`config.mk`:
```
export PLATFORM = sky130hd
export DESIGN_NAME = fetch_unit
export DESIGN_NICKNAME = d
export VERILOG_FILES = /design/src/rtl/fetch_pkg.sv /design/src/rtl/fetch_ifid_reg.sv /design/src/rtl/fetch_unit.sv
export SDC_FILE = /design/constraint.sdc
export NUM_CORES = 1
export LEC_CHECK = 0
export CORE_AREA = 2 2 164 166
export CTS_BUF_LIST = sky130_fd_sc_hd__clkbuf_8
export DETAILED_ROUTE_END_ITERATION = 8
export DIE_AREA = 0 0 166 168
export RECOVER_POWER = 25
export SLEW_MARGIN = 20
export SYNTH_ARGS = -nofsm -noshare
export SYNTH_HDL_FRONTEND = slang
export SYNTH_HIERARCHICAL = 1
export SYNTH_SLANG_ARGS = --single-unit
```
`constraint.sdc`:
```
create_clock -name clk_i -period 2.4 [get_ports clk_i]
set_input_delay 0.48 -clock clk_i [delete_from_list [all_inputs] [get_ports clk_i]]
set_output_delay 0.48 -clock clk_i [all_outputs]
set_load 0.005 [all_outputs]
```
`src/rtl/fetch_pkg.sv`:
```
// Shared types and constants for the instruction-fetch stage.
//   fetch_state_e : fetch FSM state encoding
//   ifid_sel_e    : IF/ID register next-value select
//   NOP_INSTR     : bubble encoding (addi x0,x0,0)
//   OP_*          : opcode constants seen on the opcode output
//   PC_STEP       : sequential PC increment
package fetch_pkg;

  typedef enum logic [1:0] {
    StIdle,
    StReq,
    StHold,
    StDrop
  } fetch_state_e;

  typedef enum logic [1:0] {
    IfidHold,
    IfidLoad,
    IfidBubble,
    IfidSkid
  } ifid_sel_e;

  localparam logic [31:0] NOP_INSTR = 32'h0000_0013;

  localparam logic [6:0] OP_RTYPE  = 7'b0110011;
  localparam logic [6:0] OP_ITYPE  = 7'b0010011;
  localparam logic [6:0] OP_LOAD   = 7'b0000011;
  localparam logic [6:0] OP_STORE  = 7'b0100011;
  localparam logic [6:0] OP_BRANCH = 7'b1100011;

  localparam logic [31:0] PC_STEP = 32'd4;

  // Instructions are word aligned; the low two bits are always cleared.
  function automatic logic [31:0] align_pc(input logic [31:0] addr);
    return addr & ~32'd3;
  endfunction

endpackage

```
`src/rtl/fetch_ifid_reg.sv`:
```
// IF/ID pipeline register with a one-entry skid buffer.
//   clk, rst_n      : clock, asynchronous active-low reset
//   sel             : hold / load (in_pc, in_instr) / bubble / unload skid buffer
//   skid_wr         : capture in_pc/in_instr into the skid buffer
//   in_pc, in_instr : PC and word of the instruction returned this cycle
//   valid, pc, instr: registered IF/ID contents
module fetch_ifid_reg
  import fetch_pkg::*;
#(
  parameter logic [31:0] NopInstr = 32'h0000_0013
) (
  input  logic        clk,
  input  logic        rst_n,
  input  ifid_sel_e   sel,
  input  logic        skid_wr,
  input  logic [31:0] in_pc,
  input  logic [31:0] in_instr,
  output logic        valid,
  output logic [31:0] pc,
  output logic [31:0] instr
);

  logic        valid_q, valid_d;
  logic [31:0] pc_q, pc_d;
  logic [31:0] instr_q, instr_d;
  logic        skid_valid_q, skid_valid_d;
  logic [31:0] skid_pc_q, skid_pc_d;
  logic [31:0] skid_instr_q, skid_instr_d;

  always_ff @(posedge clk or negedge rst_n) begin
    if (!rst_n) begin
      valid_q      <= 1'b0;
      pc_q         <= 32'h0;
      instr_q      <= NopInstr;
      skid_valid_q <= 1'b0;
      skid_pc_q    <= 32'h0;
      skid_instr_q <= NopInstr;
    end else begin
      valid_q      <= valid_d;
      pc_q         <= pc_d;
      instr_q      <= instr_d;
      skid_valid_q <= skid_valid_d;
      skid_pc_q    <= skid_pc_d;
      skid_instr_q <= skid_instr_d;
    end
  end

  always_comb begin
    valid_d      = valid_q;
    pc_d         = pc_q;
    instr_d      = instr_q;
    skid_valid_d = skid_valid_q;
    skid_pc_d    = skid_pc_q;
    skid_instr_d = skid_instr_q;

    case (sel)
      IfidLoad: begin
        valid_d = 1'b1;
        pc_d    = in_pc;
        instr_d = in_instr;
      end
      // A bubble keeps the last PC and also discards any buffered entry.
      IfidBubble: begin
        valid_d      = 1'b0;
        instr_d      = NopInstr;
        skid_valid_d = 1'b0;
      end
      IfidSkid: begin
        valid_d      = skid_valid_q;
        pc_d         = skid_pc_q;
        instr_d      = skid_instr_q;
        skid_valid_d = 1'b0;
      end
      default: ;
    endcase

    if (skid_wr) begin
      skid_valid_d = 1'b1;
      skid_pc_d    = in_pc;
      skid_instr_d = in_instr;
    end
  end

  assign valid = valid_q;
  assign pc    = pc_q;
  assign instr = instr_q;

endmodule

```
`src/rtl/fetch_unit.sv`:
```
// Instruction-fetch stage: owns the PC, issues one-outstanding req/ack reads,
// and drives the IF/ID register consumed by decode/Control.
//   clk_i, rst_i          : clock, asynchronous active-low reset
//   start_i               : begin fetching (sampled in idle only)
//   imem_req_o/addr_o     : instruction memory request and address
//   imem_ack_i/data_i     : memory completion and returned word
//   stall_i               : hold IF/ID and PC
//   flush_i, branch_target_i : redirect from ID
//   ifid_valid_o/pc_o/instr_o/op_o : IF/ID contents and opcode
module fetch_unit #(
  parameter logic [31:0] PC_RESET  = 32'h0000_0000,
  parameter logic [31:0] NOP_INSTR = fetch_pkg::NOP_INSTR
) (
  input  logic        clk_i,
  input  logic        rst_i,
  input  logic        start_i,
  output logic        imem_req_o,
  output logic [31:0] imem_addr_o,
  input  logic        imem_ack_i,
  input  logic [31:0] imem_data_i,
  input  logic        stall_i,
  input  logic        flush_i,
  input  logic [31:0] branch_target_i,
  output logic        ifid_valid_o,
  output logic [31:0] ifid_pc_o,
  output logic [31:0] ifid_instr_o,
  output logic [6:0]  ifid_op_o
);

  import fetch_pkg::*;

  fetch_state_e state_q, state_d;
  logic [31:0]  pc_q, pc_d;
  // Address of the abandoned request, kept on the bus while in StDrop.
  logic [31:0]  drop_addr_q, drop_addr_d;
  logic [31:0]  target;
  logic [31:0]  pc_inc;
  ifid_sel_e    ifid_sel;
  logic         skid_wr;

  assign target = align_pc(branch_target_i);
  assign pc_inc = pc_q + PC_STEP;

  always_ff @(posedge clk_i or negedge rst_i) begin
    if (!rst_i) begin
      state_q     <= StIdle;
      pc_q        <= align_pc(PC_RESET);
      drop_addr_q <= align_pc(PC_RESET);
    end else begin
      state_q     <= state_d;
      pc_q        <= pc_d;
      drop_addr_q <= drop_addr_d;
    end
  end

  // Priority: flush > stall > ack.
  always_comb begin
    state_d     = state_q;
    pc_d        = pc_q;
    drop_addr_d = drop_addr_q;
    ifid_sel    = IfidHold;
    skid_wr     = 1'b0;

    unique case (state_q)
      StIdle: begin
        if (flush_i) begin
          pc_d     = target;
          ifid_sel = IfidBubble;
        end else if (start_i) begin
          state_d = StReq;
        end
      end
      StReq: begin
        if (flush_i) begin
          pc_d     = target;
          ifid_sel = IfidBubble;
          if (!imem_ack_i) begin
            state_d     = StDrop;
            drop_addr_d = pc_q;
          end
        end else if (stall_i) begin
          if (imem_ack_i) begin
            skid_wr = 1'b1;
            pc_d    = pc_inc;
            state_d = StHold;
          end
        end else if (imem_ack_i) begin
          ifid_sel = IfidLoad;
          pc_d     = pc_inc;
        end else begin
          ifid_sel = IfidBubble;
        end
      end
      StHold: begin
        if (flush_i) begin
          pc_d     = target;
          ifid_sel = IfidBubble;
          state_d  = StReq;
        end else if (!stall_i) begin
          ifid_sel = IfidSkid;
          state_d  = StReq;
        end
      end
      StDrop: begin
        ifid_sel = IfidBubble;
        if (flush_i) begin
          pc_d = target;
        end
        // The stale access must complete before the redirected one is issued.
        if (imem_ack_i) begin
          state_d = StReq;
        end
      end
      default: state_d = StIdle;
    endcase
  end

  always_comb begin
    imem_req_o  = (state_q == StReq) || (state_q == StDrop);
    imem_addr_o = (state_q == StDrop) ? drop_addr_q : pc_q;
  end

  fetch_ifid_reg #(
    .NopInstr(NOP_INSTR)
  ) u_ifid (
    .clk     (clk_i),
    .rst_n   (rst_i),
    .sel     (ifid_sel),
    .skid_wr (skid_wr),
    .in_pc   (pc_q),
    .in_instr(imem_data_i),
    .valid   (ifid_valid_o),
    .pc      (ifid_pc_o),
    .instr   (ifid_instr_o)
  );

  assign ifid_op_o = ifid_instr_o[6:0];

endmodule

```
==> results.toml <==
[run_status]
outcome = "finished with violations"
violations = "max-capacitance violations, max-slew violations"

[global_routing]
busiest_layer = "met2"
grt_usage_pct = 15.8
grt_pass1_vias = 6323
use_met2_pct = 24.7
antenna_found_initial = 0
grt_start_max_net_pins = 60
grt-ovfl-total = 0
grt_pass1_wl_mm = 35.2
grtUsageMet1_pct = 22.8
use_met3_pct = 3.01

[logic_synthesis]
synth_flop_cell = "dfrtp_1"
syn_inst = 740
synth_edf_count = 0
postSynthAreaPerCell_um2 = 12.2
synthDistinctLibCells = 58
synthArstFlopShare_pct = 100
synth-seq-cells = 192
yosysSeqAreaShare_pct = 53.4
synth_warnings = 6
netlist_area_um2 = 9020

[floorplan]
dieWidth_um = 166
num_rows = 60
core_um2 = 26400
die_h_um = 168
dieArea_um2 = 27900
initial_core_util_pct = 34.2
io_pins = 175

[cells_and_area]
drive_above_1_share_pct = 26.5
area_growth_pct = 32.2
layout_commonest_cell = "dfrtp_1"
fin_cells = 1301
insertedDiodeCount = 0
layout.cells.most_common_list = "186 x dfrtp_1, 138 x clkdlybuf4s50_1, 119 x mux2_2, 66 x mux2i_1, 58 x nor2_1"
nets = 1018
final_core_util_pct = 45.2

[route]
drc = 0
avgRoutedWirePerCell_um = 16.9
vias = 6363
drt-pass1-iter-count = 4
first_iter_violations = 448
wl_mm = 22.0
vias_per_cell = 4.89
drt.antenna.violating_nets = 0

[hold_path]
holdCritPathClass = "reg -> reg"

[pwr]
power_leakage_nw = 5.00
total_power_w = 0.0105
peakVddDrop_uv = 398
p_per_area_nw_per_um2 = 885

[clock_tree]
root_buffer = "clkbuf_8"
h-tree-depth = 4
cts.clk_slew.worst_paths_ns = 0.11
cts_tree = "built"
clk_path_buf_depth = 2
cts_buffers = 17
clock_sinks = 192
clock_latency_ns = 0.47

[critical_path]
r2r-end = "pc_q[27]$_DFFE_PN0P_"
end_kind = "output port"
arrival_ns = 1.88
worst-setup-path-type = "reg -> out"
cp-endpoint = "imem_addr_o[20]"
critPathLaunchType = "flop"
cp.required_ns = 1.92
crit_start = "state_q[0]$_DFFE_PN0P_"
r2r_setup_slack_ns = 0.37
cp_max_fo = 5
reg2reg_depth = 5
reg2reg_from = "pc_q[2]$_DFFE_PN0P_"

[sta]
timing.fmax_ghz = 0.423
finalSetupViolations = 0
maxSlewViolCount = 58
fin_skew_ns = 0.0174
final.period_utilization_pct = 98.4
min_period_ns = 2.36
rsz0062_at_grt = "yes"
hold_ws_ns = 0.481
worst_pin_slew_ns = 1.57
tns_ns = 0
max-slew-margin-rel_pct = -4.55
hold_viol = 0

[run]
drv_cap = 1

[placed_design]
gp_congestion = 0.816
dp_hpwl_mm = 15.3
io_buffers = 170
numPlacedInstances = 1253
[how the worst min path moves through the flow]
stage,startpoint,endpoint,cells after the start
floorplan,rst_i,drop_addr_q[10]$_DFFE_PN0P_,0
global placement,u_ifid/skid_instr_q[7]$_DFFE_PN0P_,u_ifid/instr[7]$_DFFE_PN0P_,1
detailed placement,u_ifid/skid_instr_q[7]$_DFFE_PN0P_,u_ifid/instr[7]$_DFFE_PN0P_,1
CTS,u_ifid/skid_instr_q[8]$_DFFE_PN0P_,u_ifid/instr[8]$_DFFE_PN0P_,1
global route,u_ifid/skid_valid_q$_DFFE_PN0P_,u_ifid/skid_valid_q$_DFFE_PN0P_,1
finish,u_ifid/skid_instr_q[8]$_DFFE_PN0P_,u_ifid/instr[8]$_DFFE_PN0P_,1
[critical path, stage by stage (launching register included)]
cell       delay (ns)
dfrtp_1          0.42
nand2_4          0.10
buf_4            0.10
buf_4            0.10
bufbuf_16        0.25
mux2_2           0.33
clkbuf_2         0.11
[cells by family (layout without fill, tap and decap cells)]
kind of cell	after synthesis	count (layout)	share of synthesized area, %
flip-flops	192	192	53.4
multiplexers	190	190	22.8
AND/OR/NAND/NOR	152	152	8.57
AO/OA/AOI/OAI	127	127	9.48
buffers and inverters	70	285	4.93
XOR/XNOR	7	7	0.680
adder cells (fa/ha/maj)	1	1	0.139
other	1	6	0.0416
[power by group]
| group | internal [W] | switching [W] | total (W) | leakage, nW |
|---|---|---|---|---|
| clock network | 0.000853 | 0.00125 | 0.00210 | 0.194 |
| logic | 0.00220 | 0.00134 | 0.00354 | 2.51 |
| registers | 0.00432 | 0.000590 | 0.00491 | 2.30 |
| total | 0.00736 | 0.00318 | 0.0105 | 5.00 |
[Yosys cell counts, types with 7 or more instances]
cell type  number  share of area [%]
nor2_1         59                2.5
dfrtp_1       186                 52
mux2i_1        66                7.3
nand2_1        28                1.2
buf_4          12                1.0
or4_1           8               0.67
a31oi_1         7               0.49
a21oi_1        42                2.3
nor3_1          8               0.44
o31ai_1         7               0.58
o21ai_0        17               0.94
o2bb2ai_1      29                2.8
nor4_1          7               0.49
buf_6          15                1.9
nand4_1         8               0.55
mux2_2        124                 15
clkbuf_1       18               0.75
nand3_1        13               0.72
buf_2          18                1.0
[area by class of cell]
cell class | instances | area, µm²
Tap cell | 341 | 427
Multi-Input combinational cell | 483 | 3830
Inverter | 6 | 22.5
Clock inverter | 15 | 149
Fill cell | 2440 | 14400
Sequential cell | 192 | 4810
Timing Repair Buffer | 247 | 2440
Clock buffer | 17 | 234
[metal layers]
metal  vias up  share of wire, %
li1       3101                 -
met1      3083                50
met2       166                45
met3        13               4.4
met4         0              0.92
met5         -                 0
[sequential cells by signal (all words and copies together) (netlist names)]
| name | cells |
|---|---|
| drop_addr_q | 30 |
| state_q | 2 |
| u_ifid/skid_pc_q | 32 |
| u_ifid/instr | 32 |
| u_ifid/skid_instr_q | 32 |
| u_ifid/skid_valid_q | 1 |
| pc_q | 30 |
| u_ifid/pc | 32 |
| u_ifid/valid | 1 |
[per-stage QoR]
| step | cell area (µm²) | worst slack (ns) |
|---|---|---|
| finish | 11900 | 0.0377 |
| global route | 11900 | -0.0597 |
| CTS | 11800 | -0.0888 |
| detailed placement | 11400 | 0.0502 |
| global placement | 11400 | 0.0342 |
| floorplan | 9040 | 0.523 |
[timing repair]
item | in CTS | in global routing
pin swaps | 1 | 1
endpoints found under the hold margin | 36 | 0
gates resized for setup | 36 | 35
hold buffers | 1 | 0
buffers inserted | 2 | 12
cloned | 1 | 0
endpoints found under the setup margin | 30 | 13
Note: power is estimated with default switching activity, not from simulation.
